[src/rtl/codec_irq_bridge.sv]
// Multi-channel four-phase int/ack interrupt bridge with per-channel pending-event counters.
// Ack-timeout detection is built only when CODEC_IRQ_BRIDGE_TIMEOUT_EN is defined.
module codec_irq_bridge #(
    parameter int NumChannels  = 4,
    parameter int CntWidth     = 4,
    parameter int TimeoutWidth = 16
) (
    input  logic                            i_clk,
    input  logic                            i_rst,
    input  logic [NumChannels-1:0]          i_evt,
    input  logic [NumChannels-1:0]          i_ack,
    input  logic [NumChannels-1:0]          i_clr,
    input  logic [TimeoutWidth-1:0]         i_timeout_cycles,
    output logic [NumChannels-1:0]          o_int,
    output logic [NumChannels*CntWidth-1:0] o_pending,
    output logic [NumChannels-1:0]          o_ovf,
    output logic [NumChannels-1:0]          o_timeout,
    output logic                            o_pintreq,
    output logic [NumChannels-1:0]          o_pintbus
);

    typedef enum logic [1:0] {
        IDLE     = 2'd0,
        REQ      = 2'd1,
        WAIT_LOW = 2'd2
    } state_e;

    localparam logic [CntWidth-1:0] CntMax = {CntWidth{1'b1}};
    localparam logic [CntWidth-1:0] CntOne = CntWidth'(1);

    state_e                 state_q [NumChannels];
    state_e                 state_d [NumChannels];
    logic [CntWidth-1:0]    cnt_q   [NumChannels];
    logic [CntWidth-1:0]    cnt_d   [NumChannels];
    logic [NumChannels-1:0] ovf_q, ovf_d;
    logic [NumChannels-1:0] bus_q, bus_d;
    logic                   pintreq_q;

    always_comb begin
        logic inc_c;
        logic dec_c;
        for (int c = 0; c < NumChannels; c++) begin
            // An event arriving at saturation is still absorbed when an ack frees a slot.
            dec_c      = (state_q[c] == REQ) && i_ack[c];
            inc_c      = i_evt[c] && ((cnt_q[c] != CntMax) || dec_c);
            state_d[c] = state_q[c];
            cnt_d[c]   = cnt_q[c];
            ovf_d[c]   = ovf_q[c];
            if (i_clr[c]) begin
                state_d[c] = IDLE;
                cnt_d[c]   = '0;
                ovf_d[c]   = 1'b0;
            end else begin
                if (i_evt[c] && !inc_c) ovf_d[c] = 1'b1;
                if (inc_c && !dec_c)      cnt_d[c] = cnt_q[c] + CntOne;
                else if (dec_c && !inc_c) cnt_d[c] = cnt_q[c] - CntOne;
                case (state_q[c])
                    IDLE:     if ((cnt_q[c] != '0) && !i_ack[c]) state_d[c] = REQ;
                    REQ:      if (i_ack[c]) state_d[c] = WAIT_LOW;
                    WAIT_LOW: if (!i_ack[c]) state_d[c] = IDLE;
                    default:  state_d[c] = IDLE;
                endcase
            end
            bus_d[c] = (cnt_d[c] != '0) || (state_d[c] == REQ);
        end
    end

    // NOTE: every per-channel register array is small and must start defined, so all of it is reset.
    always_ff @(posedge i_clk) begin
        if (i_rst) begin
            for (int c = 0; c < NumChannels; c++) begin
                state_q[c] <= IDLE;
                cnt_q[c]   <= '0;
            end
            ovf_q     <= '0;
            bus_q     <= '0;
            pintreq_q <= 1'b0;
        end else begin
            for (int c = 0; c < NumChannels; c++) begin
                state_q[c] <= state_d[c];
                cnt_q[c]   <= cnt_d[c];
            end
            ovf_q     <= ovf_d;
            bus_q     <= bus_d;
            pintreq_q <= |bus_d;
        end
    end

    always_comb begin
        o_int     = '0;
        o_pending = '0;
        for (int c = 0; c < NumChannels; c++) begin
            o_int[c]                         = (state_q[c] == REQ);
            o_pending[c*CntWidth +: CntWidth] = cnt_q[c];
        end
    end

    assign o_ovf     = ovf_q;
    assign o_pintbus = bus_q;
    assign o_pintreq = pintreq_q;

`ifdef CODEC_IRQ_BRIDGE_TIMEOUT_EN
    logic [TimeoutWidth-1:0] tcnt_q [NumChannels];
    logic [TimeoutWidth-1:0] tcnt_d [NumChannels];
    logic [NumChannels-1:0]  to_q, to_d;

    // The wait counter parks at the threshold; the request itself stays up until acked.
    always_comb begin
        for (int c = 0; c < NumChannels; c++) begin
            tcnt_d[c] = tcnt_q[c];
            to_d[c]   = to_q[c];
            if (i_clr[c]) begin
                tcnt_d[c] = '0;
                to_d[c]   = 1'b0;
            end else if ((state_q[c] == REQ) && !i_ack[c]) begin
                if (i_timeout_cycles != '0) begin
                    if (tcnt_q[c] == i_timeout_cycles) to_d[c] = 1'b1;
                    else tcnt_d[c] = tcnt_q[c] + TimeoutWidth'(1);
                end
            end else begin
                tcnt_d[c] = '0;
            end
        end
    end

    always_ff @(posedge i_clk) begin
        if (i_rst) begin
            for (int c = 0; c < NumChannels; c++) tcnt_q[c] <= '0;
            to_q <= '0;
        end else begin
            for (int c = 0; c < NumChannels; c++) tcnt_q[c] <= tcnt_d[c];
            to_q <= to_d;
        end
    end

    assign o_timeout = to_q;
`else
    logic unused_timeout_cycles;
    assign unused_timeout_cycles = ^i_timeout_cycles;
    assign o_timeout             = '0;
`endif

endmodule

[config.mk]
export PLATFORM = sky130hd
export DESIGN_NAME = codec_irq_bridge
export DESIGN_NICKNAME = d
export VERILOG_FILES = /design/src/rtl/codec_irq_bridge.sv
export SDC_FILE = /design/constraint.sdc
export NUM_CORES = 1
export LEC_CHECK = 0
export ABC_AREA = 1
export BUFFER_PORTS_ARGS = -buffer_cell sky130_fd_sc_hd__buf_2
export CAP_MARGIN = 20
export CORE_MARGIN = 3
export CORE_UTILIZATION = 55
export CTS_BUF_LIST = sky130_fd_sc_hd__clkbuf_16
export CTS_CLUSTER_DIAMETER = 40
export CTS_CLUSTER_SIZE = 24
export DETAILED_ROUTE_END_ITERATION = 6
export PLACE_DENSITY = 0.85
export SLEW_MARGIN = 20
export SYNTH_ARGS = -nofsm -noshare
export SYNTH_HDL_FRONTEND = slang
export SYNTH_SLANG_ARGS = --single-unit
[constraint.sdc]
create_clock -name i_clk -period 2.7 [get_ports i_clk]
set_input_delay 0.405 -clock i_clk [delete_from_list [all_inputs] [get_ports i_clk]]
set_output_delay 0.405 -clock i_clk [all_outputs]
set_load 0.02 [all_outputs]
# ---- Yosys cells after proc, flatten, opt, wreduce, memory -nomap -nowiden
# Memories as Yosys holds them, arrays and structs flattened.
# Index checks and enable logic that the tools add are counted.
dict set report totals {
  rom_bits 0
  ram_bits 24
  inputBits 30
  word_cells 144
  n_memories 2
  latch_bits 0
  output_inout_bits 33
  ff_bits 9
}
# name depth width rd rd_ports_with_merged_regs wr line_no
set memory_table {}
lappend memory_table {cnt_q 4 4 4 0 4 33} ;# logic [CntWidth-1:0] cnt_q [NumChannels];
lappend memory_table {state_q 4 2 4 0 4 31} ;# state_e state_q [NumChannels];
dict set report op_classes {
  n_eq_ne 16
  multipliers 0
  div 0
  n_reduce_logical 61
  magnitude_cmp 0
  n_mux 43
  n_shift 0
  n_bitwise 8
  addsub 8
}
# operator count
set op_table {}
lappend op_table {{$mux 4} 16}
lappend op_table {{$mux 2} 20}
lappend op_table {{$reduce_bool 4->1} 8}
lappend op_table {{$logic_and 1x1->1} 24}
lappend op_table {{$pmux 2 s3} 4}
lappend op_table {{$add 4x1->4 const B} 4}
lappend op_table {{$eq 2x1->1 const B} 8}
lappend op_table {{$ne 4x4->1 const B} 4}
lappend op_table {{$sub 4x1->4 const B} 4}
lappend op_table {{$logic_not 1->1} 12}
lappend op_table {{$eq 2x2->1 const B} 4}
lappend op_table {{$logic_not 2->1} 4}
lappend op_table {{$logic_or 1x1->1} 8}
lappend op_table {{$or 1x1->1} 8}
lappend op_table {{$reduce_or 2->1} 4}
lappend op_table {{$reduce_or 4->1} 1}
lappend op_table {{$mux 1} 3}

# ---- Longest topological paths before layout
# Gate-level depths: netlist of run 1.
# An unclocked memory read counts as a cell.
dict set report logic_depth {
  word_depth 13
  mapped_depth 13
  ltp_nobuf 13
}

# ---- Worst setup path before layout of run 1
# OpenSTA, ideal clock, no wires.
dict set report synth_timing {
  path_type {flip-flop to flip-flop}
  from {memory cnt_q[0][0]}
  to {register pintreq_q (netlist: o_pintreq)}
  period_less_slack_ps 1689
  setup_ps 128
  setup_slack_ps 1011
  arrival_ps 1561
  path_stages_with_launch 11
  required_time_ps 2572
  path_buffers 0
  cell_sequence {dfxtp_1 -> ha_1 -> nand3_1 -> nand3_2 -> nand3_2 -> a21oi_1 -> nand2_1 -> nor2_2 -> nand2_1 -> nor2_1 -> nor2_1}
}
# item line_no
set synth_lines {}
lappend synth_lines {{start: declaration} 33}
lappend synth_lines {{end signal: assignment} 85} ;# pintreq_q <= |bus_d;
lappend synth_lines {{end: declaration} 37} ;# logic pintreq_q;

==> results of run 1 <==
## worst max-delay path, delay by kind of cell (launching register included)
family | cells | cell delay (ps)
and+or+nand+nor | 8 | 890
AOI/OAI and AO/OA | 1 | 190
DFF | 1 | 390
adders and majority gates | 1 | 210
## registers in the layout (all words and copies together) (netlist names)
name and flops:
o_pintreq 1, state_q 8, o_pintbus 4, cnt_q 16, o_ovf 4
## Yosys cell counts, types with 5 or more instances
cell	n	area (um2)
nor2_1	43	161
nand3_1	33	165
nor2_2	8	50.1
xnor2_1	6	52.6
ha_1	8	100
inv_1	38	143
dfxtp_1	33	661
nand2_1	66	248
nand3_2	13	130
inv_2	5	18.8
nand4_1	14	87.6
nor3_1	8	40.0
## metrics by stage
| step | hold WS, ps | instances |
|---|---|---|
| 3_5_place_dp | 500 | 386 |
| 6_report | 312 | 393 |
| 2_1_floorplan | 475 | 309 |
| 3_3_place_gp | 486 | 386 |
| 5_1_grt | 310 | 393 |
| 4_1_cts | 305 | 393 |
## area by class of cell
type                            count  area (um2)  share of cell area
Multi-Input combinational cell    222        1190               0.493
Tap cell                           46        57.6              0.0239
Clock buffer                        5         125              0.0519
Timing Repair Buffer               42         210              0.0872
Sequential cell                    33         661               0.274
Clock inverter                      2        7.51             0.00311
Inverter                           43         161              0.0669
## routing by layer
metal,vias to the layer above,GRT usage
met5,-,0
met2,59,0.355
li1,1060,-
met3,7,0.0516
met1,904,0.265
met4,0,0.0810
## power by group
group	internal (mW)	leakage (nW)	total [mW]	switching, mW
registers	0.506	0.269	0.524	0.0181
clock network	0.328	0.0685	0.511	0.182
logic	0.0676	0.851	0.193	0.125
total	0.902	1.19	1.23	0.325
## cells in the final DEF (no fill, tap or decap), drive strengths merged
cell type	netlist	routed
nand2	67	67
nor2	53	53
nand3	47	47
inv	43	44
buf	7	42
dfxtp	33	33
nand4	14	14
nor3	8	8
ha	8	8
xnor2	6	6
clkbuf	4	5
a21oi	4	4
a211oi	4	4
conb	1	4
o21ai	3	3
o21bai	2	2
a31oi	2	2
clkinv	0	1
## cells by family after synthesis
kind of cell               synth area share
and+or+nand+nor                       0.447
buffers and inverters                 0.116
DFF                                   0.318
AOI/OAI and AO/OA                    0.0445
adders and majority gates            0.0482
xor gates and xnor gates             0.0253
other                               0.00180
## final timing paths
check / slack (ps) / depth (start not counted) / from / end
setup / recovery: 880 / 10 / cnt_q[0][0]$_SDFF_PP0_ / o_pintreq$_SDFF_PP0_
hold / removal: 310 / 2 / i_clr[1] / state_q[0][3]$_SDFF_PP0_
setup reg to reg: 880 / 10 / cnt_q[0][0]$_SDFF_PP0_ / o_pintreq$_SDFF_PP0_
hold reg to reg: 510 / 2 / o_ovf[0]$_SDFFE_PP0P_ / o_ovf[0]$_SDFFE_PP0P_
==> reports/qor.csv, run 1 <==
stage;metric;value;unit
route;routed_wl;4430;um
route;drtPass1Iterations;4;
synthesis;synth_seq_area_share;0.318;
clock_tree;holdBufCountCts;0;
floorplan;initial_core_util;0.595;
grt;grt_pass1_vias;1759;
place;portBuffers;42;
clock_tree;cts-root-buf;clkbuf_16;
route;wl_per_cell;11.3;um
synthesis;ys.flop_type;dfxtp_1;
hold_path;hp-class;primary input to register;
place;post-dp-hpwl;3320;um
clock_tree;cts_resized;0;
layout;area_growth_syn_to_layout;16.0;%
clock_tree;cts_max_path_buffers;2;
setup_path;crit_arrival;1960;ps
layout;final_layout_size_suffix_gt1_frac;0.222;
power_and_ir_drop;leakagePower;1.19;nW
place;placed_area;0.00228;mm2
sta;timing.final.ws_setup;876;ps
layout;final_nets;385;
clock_tree;cts_tree;yes;
floorplan;fp.dieH;67.5;um
sta;fin_crit_sh;0.675;
grt;grt_util_all_layers;0.213;
route;wl_met2;2100;um
place;place_ws;903;ps
clock_tree;clk_pin_slew;50;ps
route;wl_met1;2020;um
clock_tree;numCtsBuffers;5;
synthesis;async_reset_ff_frac;0;
route;wl_met3;253;um
sta;fmax;0.548;GHz
layout;n_antenna_cell;0;
sta;rsz0062_at_grt;false;
setup_path;worstSetupPathType;register to register;
floorplan;die_area;0.00455;mm2
grt;grt_max_degree;34;
route;num_vias;2030;
sta;maxSlewHeadroom;0.614;
setup_path;worst_setup_path_start_kind;register;
sta;skew;4.96;ps
power_and_ir_drop;powerDensity;509;mW/mm2
synthesis;ys_types;24;
route;via_per_inst;5.17;
sta;tightest_slew;578;ps
clock_tree;htree_levels;2;
sta;finalSetupViolCount;0;
route;drc;0;
synthesis;netlist_area;0.00208;mm2
route;drt_iter0_markers;168;
layout;final.fill_count;323;
synthesis;synth-edff-count;0;
power_and_ir_drop;total_power;1.23;mW
setup_path;max_stage_delay;390;ps
sta;min_period;1820;ps
clock_tree;clock_latency;270;ps
floorplan;io_pins;63;
place;gp_congestion;0.882;
layout;finish.utilization;0.690;
run_status;outcome;complete, no violations;
run;maxCapViolCount;0;
power_and_ir_drop;ir_drop;0.000439;V
grt;grt-ovfl-total;0;
sta;drv_slew;0;
synthesis;ys_warn_count;0;
grt;antenna_found_initial;0;
setup_path;cpMaxStageDelayCell;dfxtp_1;
layout;design_area;0.00241;mm2
synthesis;synth_area_per_cell;6.79;um2
setup_path;worst_ep_required_time;2840;ps
sta;finalHoldViolations;0;
clock_tree;clock_sinks;33;
setup_path;critPathMaxFanout;6;
floorplan;rows;21;
setup_path;end_kind;register;
setup_path;crit_chain;ha_1 -> nand3_1 -> nand3_2 -> nand3_2 -> a21oi_1 -> nand2_1 -> nor2_2 -> nand2_1 -> nor2_1 -> nor2_1;
floorplan;core;0.00349;mm2
synthesis;ys_ff_latch;33;
floorplan;die_w;67.5;um
route;top_layer;met4;
route;drt.antenna.violating_nets;0;
sta;setup-tns-final;0;ps
grt;grt_pass1_wl;7420;um
clock_tree;post_cts_buffers;0;
synthesis;synth_cells;306;
(Power assumes the default switching activity.)
==> run 2, diff against run 1 <==
--- a/config.mk
+++ b/config.mk
@@ -9,12 +9,12 @@
 export BUFFER_PORTS_ARGS = -buffer_cell sky130_fd_sc_hd__buf_2
 export CAP_MARGIN = 20
 export CORE_MARGIN = 3
-export CORE_UTILIZATION = 55
+export CORE_UTILIZATION = 51
 export CTS_BUF_LIST = sky130_fd_sc_hd__clkbuf_16
 export CTS_CLUSTER_DIAMETER = 40
 export CTS_CLUSTER_SIZE = 24
 export DETAILED_ROUTE_END_ITERATION = 6
-export PLACE_DENSITY = 0.85
+export PLACE_DENSITY = 0.79
 export SLEW_MARGIN = 20
 export SYNTH_ARGS = -nofsm -noshare
 export SYNTH_HDL_FRONTEND = slang
==> constraint.sdc (replaced) <==
create_clock -name i_clk -period 1.83 [get_ports i_clk]
set_input_delay 0.2745 -clock i_clk [delete_from_list [all_inputs] [get_ports i_clk]]
set_output_delay 0.2745 -clock i_clk [all_outputs]
set_load 0.02 [all_outputs]
==> run 2 against run 1 <==
Compared with the run above: flip-flop and latch count unchanged; highest routed layer unchanged; fmax increased by 8.0%; sequential share of layout area decreased by 0.57 points; via count grew 3.2%; clock skew hardly changed; die area rose by 7.1%; setup slack worse by 730 ps; total power is 51% higher; clock-buffer cell count unchanged; largest cell class unchanged.
==> reports/qor.csv, run 2 (synthesized netlist as in run 1, its figures left out) <==
stage;metric;value;unit;change
sta;min_period;1690;ps;-135 ps
clock_tree;clock_sinks;33;;unchanged
clock_tree;cts-root-buf;clkbuf_16;;
power_and_ir_drop;leakagePower;1.24;nW;+4.1%
clock_tree;holdBufCountCts;0;;unchanged
sta;tightest_slew;604;ps;+25.3 ps
layout;final_layout_size_suffix_gt1_frac;0.274;;+0.0521
route;drt.antenna.violating_nets;0;;unchanged
route;wl_per_cell;11.5;um;+1.6%
layout;n_antenna_cell;0;;unchanged
setup_path;critPathMaxFanout;5;;-1
sta;timing.final.ws_setup;142;ps;-735 ps
route;num_vias;2095;;+3.2%
sta;finalHoldViolations;0;;unchanged
layout;regMostFlops;cnt_q;;
floorplan;initial_core_util;0.547;;-0.0476
grt;grt_util_all_layers;0.192;;-0.0214
floorplan;fp.dieH;69.8;um;+3.5%
setup_path;crit_arrival;1830;ps;-130 ps
sta;final.hold.worst_slack;180;ps;-132 ps
place;gp_congestion;0.898;;+1.9%
clock_tree;clk_pin_slew;50;ps;about the same
sta;skew;4.59;ps;-0.367 ps
hold_path;hp-class;primary input to register;;
sta;maxSlewHeadroom;0.598;;-0.0169
place;dpl.cell_count;393;;+1.8%
route;routed_wl;4600;um;+4.0%
setup_path;end_kind;register;;
floorplan;die_area;0.00488;mm2;+7.1%
sta;drv_slew;0;;unchanged
layout;top_regs;cnt_q (16), state_q (8);;
place;portBuffers;42;;unchanged
layout;final_common_cell;nand2_1;;
power_and_ir_drop;ir_drop;0.000621;V;+41%
clock_tree;htree_levels;2;;unchanged
grt;grt_max_degree;34;;unchanged
run_status;outcome;complete, no violations;;
route;drt_iter0_markers;173;;+3.0%
clock_tree;cts_tree;yes;;
route;drtPass1Iterations;4;;unchanged
grt;grt_pass1_vias;1891;;+7.5%
clock_tree;clock_latency;280;ps;about the same
setup_path;worst_ep_required_time;1970;ps;-870 ps
sta;fin_crit_sh;0.923;;+0.247
run;maxCapViolCount;0;;unchanged
grt;grt_pass1_wl;7800;um;+5.0%
layout;area_growth_syn_to_layout;21.0;%;
clock_tree;numCtsBuffers;5;;unchanged
place;place_ws;48.2;ps;-855 ps
layout;largest_register_ffs;16;;unchanged
layout;layoutNonFillerInstCount;402;;+2.3%
setup_path;worst_setup_path_start_kind;register;;
layout;finish.utilization;0.662;;-0.0282
setup_path;worstSetupPathType;register to register;;
grt;grt-ovfl-total;0;;unchanged
route;via_per_inst;5.21;;+0.89%
power_and_ir_drop;powerDensity;739;mW/mm2;+45%
floorplan;rows;22;;+4.8%
sta;fmax;0.592;GHz;+8.0%
sta;finalSetupViolCount;0;;unchanged
grt;antenna_found_initial;0;;unchanged
route;drc;0;;unchanged
clock_tree;cts_max_path_buffers;2;;unchanged
floorplan;io_pins;63;;unchanged
layout;final_nets;391;;+1.6%
power_and_ir_drop;total_power;1.86;mW;+51%
layout;final_cell_mix;nand2_1, nor2_1, buf_2;;
floorplan;core;0.00380;mm2;+8.7%
place;post-dp-hpwl;3450;um;+3.8%
floorplan;die_w;69.8;um;+3.5%
==> run 2: cell types whose count changed in the layout (fill, tap and decap cells not counted), moves of 2 or more <==
cell,delta
buf_4,+6
dfxtp_1,-5
dfxtp_2,+2
dfxtp_4,+3
inv_1,-2
nand3_1,-5
nand3_2,+5
==> run 2: per-layer routing <==
layer	vias up	wire (um)	global-route usage
li1	1066	-	-
met1	950	2060	0.232
met2	73	2180	0.322
met3	6	301	0.0406
met4	0	68	0.0915
met5	-	0	0
==> run 2: cell type report <==
type | instances | area (um2)
clock inverter | 3 | 12.5
sequential | 33 | 674
tap | 48 | 60.1
timing repair buffer | 48 | 255
fill | 333 | 1280
multi-input combinational | 222 | 1220
clock buffer | 5 | 125
inverter | 43 | 161
==> run 2: critical path: stages, from the launching register on <==
cell	delay, ps
dfxtp_1	390
ha_1	230
nand3_2	130
nand3_2	130
nand3_1	110
a21oi_1	180
nand2_1	80
nor2_2	120
nand2_1	70
nor2_1	80
nor2_1	40
==> run 2: report_power, final <==
part	internal, mW	switching, mW	leakage (nW)
logic	0.112	0.197	0.897
registers	0.744	0.0215	0.272
clock network	0.491	0.292	0.0687
total	1.35	0.511	1.24
==> run 2: through the flow <==
step	setup TNS, ps	instance area [um2]
2_1_floorplan	0	2090
3_3_place_gp	0	2320
3_5_place_dp	0	2320
4_1_cts	0	2460
5_1_grt	-0.606	2510
6_report	0	2510
==> run 2: worst paths after layout <==
check	from	slack (ps)	endpoint	cells after the start
max	cnt_q[1][1]$_SDFF_PP0_	140	o_pintreq$_SDFF_PP0_	10
min	i_clr[1]	180	state_q[0][3]$_SDFF_PP0_	2
max reg2reg	cnt_q[1][1]$_SDFF_PP0_	140	o_pintreq$_SDFF_PP0_	10
min reg2reg	state_q[0][5]$_SDFF_PP0_	510	state_q[0][5]$_SDFF_PP0_	2
==> run 2: timing repair <==
action,in CTS,in global routing
setup endpoints to repair,0,1
gates resized for setup,0,17
setup buffers,0,1
